File: src/rtl/counter_arbiter.sv
`default_nettype none
// +----------------------------------------------------------------------------+
// | counter_arbiter: round-robin arbiter sequencing step/clear jobs onto a      |
// | shared modulo counter, checking it against an internal model. Rev 1.0      |
// +----------------------------------------------------------------------------+
module counter_arbiter #(
  parameter int STEP_W = 4,
  parameter int MOD    = 10
) (
  input  logic              clk,
  input  logic              reset_n,
  input  logic [1:0]        req_valid,
  output logic [1:0]        req_ready,
  input  logic [1:0]        req_dir,
  input  logic [1:0]        req_clr,
  input  logic [STEP_W-1:0] req_steps0,
  input  logic [STEP_W-1:0] req_steps1,
  output logic              cnt_en,
  output logic              cnt_dir,
  output logic              cnt_clr,
  input  logic [3:0]        cnt_q,
  output logic              done_valid,
  input  logic              done_ready,
  output logic              done_id,
  output logic [3:0]        done_q,
  output logic              mismatch
);

  typedef enum logic [2:0] {
    S_IDLE = 3'd0,
    S_CLR  = 3'd1,
    S_RUN  = 3'd2,
    S_WAIT = 3'd3,
    S_DONE = 3'd4
  } state_t;

  localparam logic [3:0] c_TOP = 4'(MOD - 1);

  state_t            r_state;
  state_t            w_state_nxt;
  logic              r_last_id;
  logic              r_id;
  logic              r_dir;
  logic [STEP_W-1:0] r_remaining;
  logic [3:0]        r_model;
  logic [3:0]        w_model_step;
  logic              w_accept;
  logic              w_gnt_id;
  logic              w_gnt_dir;
  logic              w_gnt_clr;
  logic [STEP_W-1:0] w_gnt_steps;

  // A tie goes to whichever requester was not granted last.
  always_comb begin
    w_gnt_id = 1'b0;
    case (req_valid)
      2'b10:   w_gnt_id = 1'b1;
      2'b11:   w_gnt_id = ~r_last_id;
      default: w_gnt_id = 1'b0;
    endcase
    w_gnt_dir   = req_dir[w_gnt_id];
    w_gnt_clr   = req_clr[w_gnt_id];
    w_gnt_steps = w_gnt_id ? req_steps1 : req_steps0;
    w_accept    = (r_state == S_IDLE) && (req_valid != 2'b00);
  end

  always_comb begin
    req_ready = 2'b00;
    if (w_accept && reset_n) begin
      req_ready = w_gnt_id ? 2'b10 : 2'b01;
    end
  end

  always_comb begin
    w_model_step = r_model;
    if (r_dir) begin
      w_model_step = (r_model >= c_TOP) ? 4'd0 : r_model + 4'd1;
    end else begin
      w_model_step = (r_model == 4'd0) ? c_TOP : r_model - 4'd1;
    end
  end

  always_comb begin
    w_state_nxt = r_state;
    cnt_en      = 1'b0;
    cnt_clr     = 1'b0;
    done_valid  = 1'b0;
    case (r_state)
      S_IDLE: begin
        if (w_accept) begin
          if (w_gnt_clr) begin
            w_state_nxt = S_CLR;
          end else if (w_gnt_steps == '0) begin
            w_state_nxt = S_WAIT;
          end else begin
            w_state_nxt = S_RUN;
          end
        end
      end
      S_CLR: begin
        cnt_clr     = 1'b1;
        w_state_nxt = S_WAIT;
      end
      S_RUN: begin
        cnt_en = 1'b1;
        if (r_remaining == STEP_W'(1)) begin
          w_state_nxt = S_WAIT;
        end
      end
      S_WAIT: begin
        w_state_nxt = S_DONE;
      end
      S_DONE: begin
        done_valid = 1'b1;
        if (done_ready) begin
          w_state_nxt = S_IDLE;
        end
      end
      default: begin
        w_state_nxt = S_IDLE;
      end
    endcase
  end

  assign cnt_dir = r_dir;

  always_ff @(posedge clk or negedge reset_n) begin
    if (!reset_n) begin
      r_state <= S_IDLE;
    end else begin
      r_state <= w_state_nxt;
    end
  end

  // r_last_id resets to 1 so requester 0 wins the first tie.
  always_ff @(posedge clk or negedge reset_n) begin
    if (!reset_n) begin
      r_last_id   <= 1'b1;
      r_id        <= 1'b0;
      r_dir       <= 1'b0;
      r_remaining <= '0;
      r_model     <= 4'd0;
      done_id     <= 1'b0;
      done_q      <= 4'd0;
      mismatch    <= 1'b0;
    end else begin
      if (w_accept) begin
        r_last_id   <= w_gnt_id;
        r_id        <= w_gnt_id;
        r_dir       <= w_gnt_dir;
        r_remaining <= w_gnt_steps;
      end
      if (r_state == S_RUN) begin
        r_remaining <= r_remaining - STEP_W'(1);
        r_model     <= w_model_step;
      end
      if (r_state == S_CLR) begin
        r_model <= 4'd0;
      end
      if (r_state == S_WAIT) begin
        done_q  <= cnt_q;
        done_id <= r_id;
        if (cnt_q != r_model) begin
          mismatch <= 1'b1;
        end
      end
    end
  end

endmodule
`default_nettype wire

File: config.mk
export PLATFORM = sky130hd
export DESIGN_NAME = counter_arbiter
export DESIGN_NICKNAME = d
export VERILOG_FILES = /design/src/rtl/counter_arbiter.sv
export SDC_FILE = /design/constraint.sdc
export NUM_CORES = 1
export LEC_CHECK = 0
export ABC_AREA = 1
export CORE_MARGIN = 3
export CORE_UTILIZATION = 43
export CTS_CLUSTER_SIZE = 8
export DETAILED_ROUTE_END_ITERATION = 12
export GPL_ROUTABILITY_DRIVEN = 0
export GPL_TIMING_DRIVEN = 0
export PLACE_DENSITY_LB_ADDON = 0.08
export SYNTH_ARGS = -nofsm -noshare
export SYNTH_HDL_FRONTEND = slang
export SYNTH_SLANG_ARGS = --single-unit
File: constraint.sdc
create_clock -name clk -period 1.19 [get_ports clk]
set_input_delay 0.238 -clock clk [delete_from_list [all_inputs] [get_ports clk]]
set_output_delay 0.238 -clock clk [all_outputs]
set_load 0.03 [all_outputs]
# Yosys cells after proc, flatten, opt, wreduce, memory -nomap -nowiden

Cells that the tools add are included.

Equality and inequality tests: 11
$lt $le $gt $ge: 2
Reduce and logical (&&, ||, !) cells: 10
Shift operators: 0
$mul: 0
Add/subtract/negate cells: 3
Bitwise operators: 1
Div/mod/pow operators: 0
Muxes and demuxes: 24

Operators with widths:

| cell                | number |
|---|---|
| $mux 4              | 8 |
| $pmux 3 s5          | 1 |
| $mux 3              | 3 |
| $logic_not 4->1     | 2 |
| $mux 1              | 8 |
| $sub 4x1->4 const B | 2 |
| $eq 3x2->1 const B  | 2 |
| $mux 2              | 3 |
| $ne 2x2->1 const B  | 3 |
| $reduce_bool 2->1   | 3 |
| $add 4x1->4 const B | 1 |
| $eq 2x2->1 const B  | 2 |
| $eq 4x1->1 const B  | 1 |
| $ge 4x4->1 const B  | 1 |
| $ne 4x4->1          | 1 |
| $eq 3x1->1 const B  | 1 |
| $eq 3x3->1 const B  | 1 |
| $logic_not 3->1     | 1 |
| $reduce_and 3->1    | 1 |
| $logic_and 1x1->1   | 2 |
| $lt 1x2->1 const B  | 1 |
| $pmux 1 s2          | 1 |
| $reduce_and 2->1    | 1 |
| $not 1->1           | 1 |

Memories kept: 0
Bits in writable memories: 0
Output and inout bits: 12
Bits in read-only memories: 0
Bits in latches: 0
Word-level logic and storage cells: 60
Flip-flop bits (word level): 20

# Logic depth before layout (Yosys ltp)

Gate-level depths: netlist of the first run.

Depth after elaboration: 8
Gate-level depth with buffers: 9
Depth with buffers taken out: 9

# Least setup slack after synthesis of the first run

Ideal clock, no wire load.

Path kind: flip-flop to output port
Start point: reg r_state[0]
End point: out req_ready[0]
Path buffers: 0
Arrival: 1.524 ns
Stages on the path, launching flop included: 4
Path slack: -0.572 ns
Cells stage by stage: dfrtp_1 > nor3_2 > o21ai_2 > nor3_1

Cells in the longest elaborated chain, start to end: 4

RTL lines:

| item                   | line | source |
|---|---|---|
| from (decl)            | 39   | `state_t r_state;` |
| from (signal assigned) | 131  | `r_state <= w_state_nxt;` |
| $logic_not 3->1        | 64   | `w_accept = (r_state == S_IDLE) && (req_valid != 2'b00);` |
| $logic_and 1x1->1      | 64   |  |
| $logic_and 1x1->1      | 69   | `if (w_accept && reset_n) begin` |
| $mux 2                 | 69   |  |
| to (decl)              | 13   | `output logic [1:0] req_ready,` |

Every way passes these cells.

# Worst setup path after layout of the first run

Ends and elaborated chain as after synthesis.

==> results of run 1 <==
## cell type report
cell class                      instances  area share (%)
Clock buffer                            4            1.96
Inverter                               22            5.41
Multi-Input combinational cell        116            40.8
Sequential cell                        20            27.4
Tap cell                               30            2.03
Timing Repair Buffer                   46            22.4
## worst paths after layout
path / startpoint / to / slack (ns)
min reg2reg: mismatch / mismatch / 0.49
min: reset_n / r_id / -0.01
min in group clk: req_valid[0] / r_state[0] / 0.44
max: r_state[0] / req_ready[0] / -0.47
max in group asynchronous: reset_n / r_state[1] / 0.80
max reg2reg: r_state[0] / r_remaining[2] / -0.29
## per-layer routing
layer  GRT usage, %  vias to the layer above  part of all wire [%]
li1               -                      620                     -
met1           24.7                      603                    40
met2           34.3                       38                    53
met3           3.92                        6                   5.6
met4           9.49                        0                   1.3
met5              0                        -                     0
## registers in the layout, indices dropped and copies added (netlist names)
name         cells
done_q           4
r_model          4
r_remaining      4
r_state          3
cnt_dir          1
done_id          1
mismatch         1
r_id             1
r_last_id        1
## through the flow
stage               hold WS, ns  cells  util (%)  power, uW
finish                  -0.0116    238      70.9       5200
global route            0.00370    238      70.9       5630
CTS                    0.000947    235      68.0       4890
detailed placement        0.461    220      62.0       4020
global placement          0.456    220      62.0       3910
floorplan               -0.0576    158         -       3200
## power groups by stage
stage	combinational (uW)	clock [uW]	sequential [uW]
2_1_floorplan	1700	0	1510
3_3_place_gp	2580	0	1330
3_5_place_dp	2660	0	1350
4_1_cts	3170	415	1310
5_1_grt	3800	443	1380
6_report	3460	401	1330
## worst max-delay path, delay by kind of cell (launching register included)
family	cells	cell delay [ns]
buffers and inverters	1	0.15
AO/OA/AOI/OAI	1	0.11
flip-flops	1	0.44
AND/OR/NAND/NOR	2	0.41
## cells in the final DEF (no fill, tap or decap), drive strengths merged, types with 4 or more instances in the layout
cell type | Yosys | layout
a21oi | 4 | 4
buf | 0 | 26
clkbuf | 0 | 4
clkdlybuf4s50 | 0 | 17
dfrtp | 19 | 19
ha | 6 | 6
inv | 21 | 22
nand2 | 45 | 45
nand3 | 13 | 13
nor2 | 8 | 8
nor3 | 7 | 7
o211ai | 4 | 4
o21ai | 15 | 15
## cells by family after synthesis
family,after synthesis,synth area share [%]
compound gates,28,14.4
simple gates,77,28.6
flops,20,40.6
fa+ha+maj,6,6.07
xor+xnor,5,3.54
buf+inv,22,6.78
## timing repair
item	CTS	global route
setup endpoints to repair	25	25
setup buffers	11	4
pin swaps	2	4
gates resized for setup	93	19
==> flow_metrics.tcl, run 1 <==
set metrics [dict create \
    status "finished with violations" \
    failed_checks "negative hold slack, negative setup slack" \
    clkLatencyLatePin_ns 0.30 \
    fraction_of_the_cycle_the_final_worst_path_needs_pct 139 \
    drc 0 \
    critPathRequiredTime_ns 0.95 \
    ff_latch_area_um2 508 \
    power_density_nw_per_um2 2810 \
    timing_worst_slew_pin_value_ns 0.539 \
    max-vdd-ir-drop_v 0.00183 \
    setup-violations-final 23 \
    ys.warnings.count 0 \
    cts_hold_buffers 0 \
    num_io_pins 33 \
    postRouteAntennaNets 0 \
    cts.sinks 20 \
    max-slew-margin-rel_pct 64.1 \
    postSynthNetCount 185 \
    synthDominantAreaCellType "sky130_fd_sc_hd__dfrtp_1" \
    fin_crit_ns 1.66 \
    dr.first_iter.drc_count 40 \
    number_of_max_capacitance_violations_reported 0 \
    n_fill_cell 220 \
    ys_ff_latch 20 \
    synthMostInstantiatedCell "sky130_fd_sc_hd__nand2_1" \
    power.share.clock_pct 7.7 \
    setup_ws_post_layout_ns -0.466 \
    psw_uw 2530 \
    multi_input_area_um2 756 \
    post_synthesis_sequential_area_ratio_pct 40.6 \
    post_synthesis_mean_instance_area_um2 7.82 \
    static-leakage-power_uw 0.000885 \
    cts.root.buffer_cell "sky130_fd_sc_hd__clkbuf_4" \
    drt-total-wl_um 3350 \
    antenna_violations_before_repair 0 \
    layout-area-overhead-vs-synth_pct 49.8 \
    rows 18 \
    path_cells "nor3_4, o21ai_4, nor3_4, buf_6" \
    dieHeight_um 59.6 \
    final_nets 236 \
    synth.cells.most_frequent "sky130_fd_sc_hd__nand2_1 (42), sky130_fd_sc_hd__dfrtp_1 (19), sky130_fd_sc_hd__inv_1 (16)" \
    power_report.internal_total_uw 2660 \
    report.final.slew_viol_count 0 \
    coreArea_um2 2610 \
    rsz0062_at_grt "yes" \
    critical_path.most_common_cell "sky130_fd_sc_hd__nor3_4" \
    syn-instance-count 158 \
    synth-main-ff-cell "sky130_fd_sc_hd__dfrtp_1" \
    post_dp_cell_area_um2 1620 \
    antenna_cells 0 \
    routed-via-count 1267 \
    fin_worst_skew_ns 0.0121 \
    synthesis.area_um2 1240 \
    clkTransAtPathRegs_ns 0.12 \
    synthDistinctLibCells 28 \
    fraction_of_final_layout_cells_with_drive_strength_greater_than_1_pct 32.7 \
    criticalPathCategory "reg -> out" \
    final_design_area_no_fill_um2 1850 \
    die_area_um2 3550 \
    die_span_in_x_um 59.6 \
    r2r.worst_path.cells 8 \
    detailedPlacementHpwl_um 2280 \
    cts_made_buffers 3 \
    timing.setup.tns_ns -4.91 \
    pre_cts_ws_ns -1.66 \
    clk_path_buf_depth 2 \
    finalHoldWorstSlack_ns -0.0116 \
    first_global_vias 1206 \
    power.share.sequential_pct 25.7 \
    synth_top_cell_area_share_pct 38.5 \
    clock_h_tree_levels 1 \
    share_comb_of_total_power_pct 66.6 \
    initial_core_util_pct 47.3 \
    drt_pass_1_iters 4 \
    maximum_clock_frequency_mhz 604 \
    grt_start_max_net_pins 22 \
    routedWlPerCell_um 14.1 \
    worstSetupStartpointType "flip-flop" \
    synth_area_leaders "sky130_fd_sc_hd__dfrtp_1 (38%), sky130_fd_sc_hd__nand2_1 (13%), sky130_fd_sc_hd__ha_1 (6.1%)" \
    power.switching_fraction_pct 48.7 \
    worst_setup_path_end_kind "output pin" \
    crit_arrival_ns 1.42 \
    drt-vias-per-instance 5.32 \
    grt-ovfl-total 0 \
    synth_enable_flop_cells 0 \
    grt_util_all_layers_pct 20.3 \
    crit_path_max_fanout 3 \
    timing.critical_path.slowest_stage_cell "sky130_fd_sc_hd__dfrtp_2" \
    async_flop_share_pct 100 \
    cts_tree "yes" \
    worstHoldPathType "in -> async" \
    wire_length_of_the_first_global_routing_pass_um 5410 \
    slowest_delay_ns 0.44 \
    io_buffers 32 \
    final-hold-violation-count 10 \
]
(Power assumes the default switching activity.)
==> inputs of run 2 (changes only) <==
- CORE_UTILIZATION: 43 -> 48
- clock period: 1.19 -> 1.55 ns (I/O delays scaled with it)
==> flow_metrics.tcl, run 2 (synthesized netlist as in run 1, its figures left out) <==
set metrics [dict create \
    routed-via-count 1280 \
    static-leakage-power_uw 0.000885 \
    failed_checks "negative setup slack" \
    drt_pass_1_iters 4 \
    io_buffers 32 \
    die_area_um2 3220 \
    timing.setup.tns_ns -1.46 \
    report.final.slew_viol_count 0 \
    wire_length_of_the_first_global_routing_pass_um 5090 \
    rsz0062_at_grt "yes" \
    path_cells "nor3_4, o21ai_4, nor3_2, buf_4" \
    fin_worst_skew_ns 0.00564 \
    fraction_of_the_cycle_the_final_worst_path_needs_pct 114 \
    worst_setup_path_end_kind "output pin" \
    clkTransAtPathRegs_ns 0.12 \
    timing_worst_slew_pin_value_ns 0.522 \
    timing.critical_path.slowest_stage_cell "sky130_fd_sc_hd__dfrtp_2" \
    routedWlPerCell_um 13.9 \
    clk_path_buf_depth 2 \
    slowest_delay_ns 0.46 \
    coreArea_um2 2320 \
    criticalPathCategory "reg -> out" \
    cts_made_buffers 3 \
    num_io_pins 33 \
    cts_hold_buffers 0 \
    clock_h_tree_levels 1 \
    antenna_cells 0 \
    final_nets 234 \
    detailedPlacementHpwl_um 2240 \
    clkLatencyLatePin_ns 0.30 \
    fin_crit_ns 1.77 \
    max-vdd-ir-drop_v 0.00192 \
    final_common_cell "sky130_fd_sc_hd__nand2_1" \
    first_global_vias 1165 \
    drt-vias-per-instance 5.47 \
    dieHeight_um 56.8 \
    grt-ovfl-total 0 \
    grt_util_all_layers_pct 19.7 \
    number_of_max_capacitance_violations_reported 0 \
    max-slew-margin-rel_pct 65.2 \
    rows 17 \
    layout-area-overhead-vs-synth_pct 51.1 \
    dr.first_iter.drc_count 51 \
    worstSetupStartpointType "flip-flop" \
    drt-total-wl_um 3260 \
    setup_ws_post_layout_ns -0.223 \
    cell_count_post_placement 218 \
    largest_registers "done_q: 4 flops, r_model: 4 flops, r_remaining: 4 flops" \
    final_core_util_pct 80.6 \
    final_cell_mix "sky130_fd_sc_hd__nand2_1 (39), sky130_fd_sc_hd__clkdlybuf4s50_1 (17), sky130_fd_sc_hd__dfrtp_1 (16), sky130_fd_sc_hd__inv_1 (12), sky130_fd_sc_hd__nand3_1 (11)" \
    fraction_of_final_layout_cells_with_drive_strength_greater_than_1_pct 27.7 \
    final-hold-violation-count 0 \
    finalNonFillerCells 234 \
    setup-violations-final 15 \
    crit_path_max_fanout 5 \
    antenna_violations_before_repair 0 \
    power_density_nw_per_um2 2230 \
    grt_start_max_net_pins 22 \
    crit_arrival_ns 1.46 \
    die_span_in_x_um 56.8 \
    postRouteAntennaNets 0 \
    worstHoldPathType "in -> async" \
    cts.root.buffer_cell "sky130_fd_sc_hd__clkbuf_4" \
    initial_core_util_pct 53.3 \
    maximum_clock_frequency_mhz 564 \
    cts.sinks 20 \
    cts_tree "yes" \
    pre_cts_ws_ns -1.32 \
    drc 0 \
    status "finished with violations" \
    critPathRequiredTime_ns 1.24 \
]
-- run 2: changes by cell type in the layout (fill, tap and decap cells not counted), moves of 2 or more --
cell / delta
sky130_fd_sc_hd__buf_4: -2
sky130_fd_sc_hd__inv_4: -2
sky130_fd_sc_hd__buf_2: -7
sky130_fd_sc_hd__dfrtp_2: -2
sky130_fd_sc_hd__dfrtp_1: +2
sky130_fd_sc_hd__nor3_2: +2
sky130_fd_sc_hd__nand2_4: -2
sky130_fd_sc_hd__nor3_4: -2
sky130_fd_sc_hd__dlygate4sd2_1: +8
-- run 2: path summary, 6_finish.rpt --
| kind | from | end | slack (ns) | cells past startpoint |
|---|---|---|---|---|
| max in group asynchronous | reset_n | r_state[2] | 1.12 | 1 |
| min in group clk | r_last_id | r_last_id | 0.48 | 2 |
| worst max register to register | r_state[2] | r_remaining[3] | -0.14 | 10 |
| worst min register to register | r_last_id | r_last_id | 0.48 | 2 |
| worst max-delay path | r_state[2] | req_ready[0] | -0.22 | 4 |
| worst min-delay path | reset_n | done_q[2] | 0.06 | 1 |
-- run 2: metrics by stage --
step	cell area [um2]	total power, uW	hold WS [ns]
after floorplan	1250	2440	0.0144
after global placement	1600	2970	0.456
after detailed placement	1600	3070	0.459
after CTS	1720	3650	0.0707
after global routing	1870	4470	0.0818
final	1870	4170	0.0588
-- run 2: area by class of cell --
class,instances,area (um2)
Multi-Input combinational cell,116,751
Sequential cell,20,505
Fill cell,154,450
Timing Repair Buffer,44,425
Inverter,22,98.8
Tap cell,28,35.0
Clock inverter,1,30.0
Clock buffer,3,22.5
-- run 2: where the power goes --
group	switching [uW]	internal, uW
clock	163	261
sequential	233	796
combinational	1580	1140
-- run 2: critical path: cells and delay by family, from the launching register on --
family | cells | cell delay [ns]
buf+inv | 1 | 0.18
flops | 1 | 0.46
simple gates | 2 | 0.43
compound gates | 1 | 0.10
-- run 2: timing repair --
item                       in CTS  in global routing
pin swaps                       3                 10
resized for setup              56                 26
buffers inserted                5                  7
setup endpoints to repair      12                 15
-- run 2: metal layers --
| layer | global-route usage [%] | wire length (um) | vias up |
|---|---|---|---|
| met2 | 35.8 | 1770 | 45 |
| met1 | 24.3 | 1300 | 614 |
| met5 | 0 | 0 | - |
| met3 | 2.53 | 158 | 4 |
| met4 | 4.97 | 29 | 0 |
| li1 | - | - | 617 |
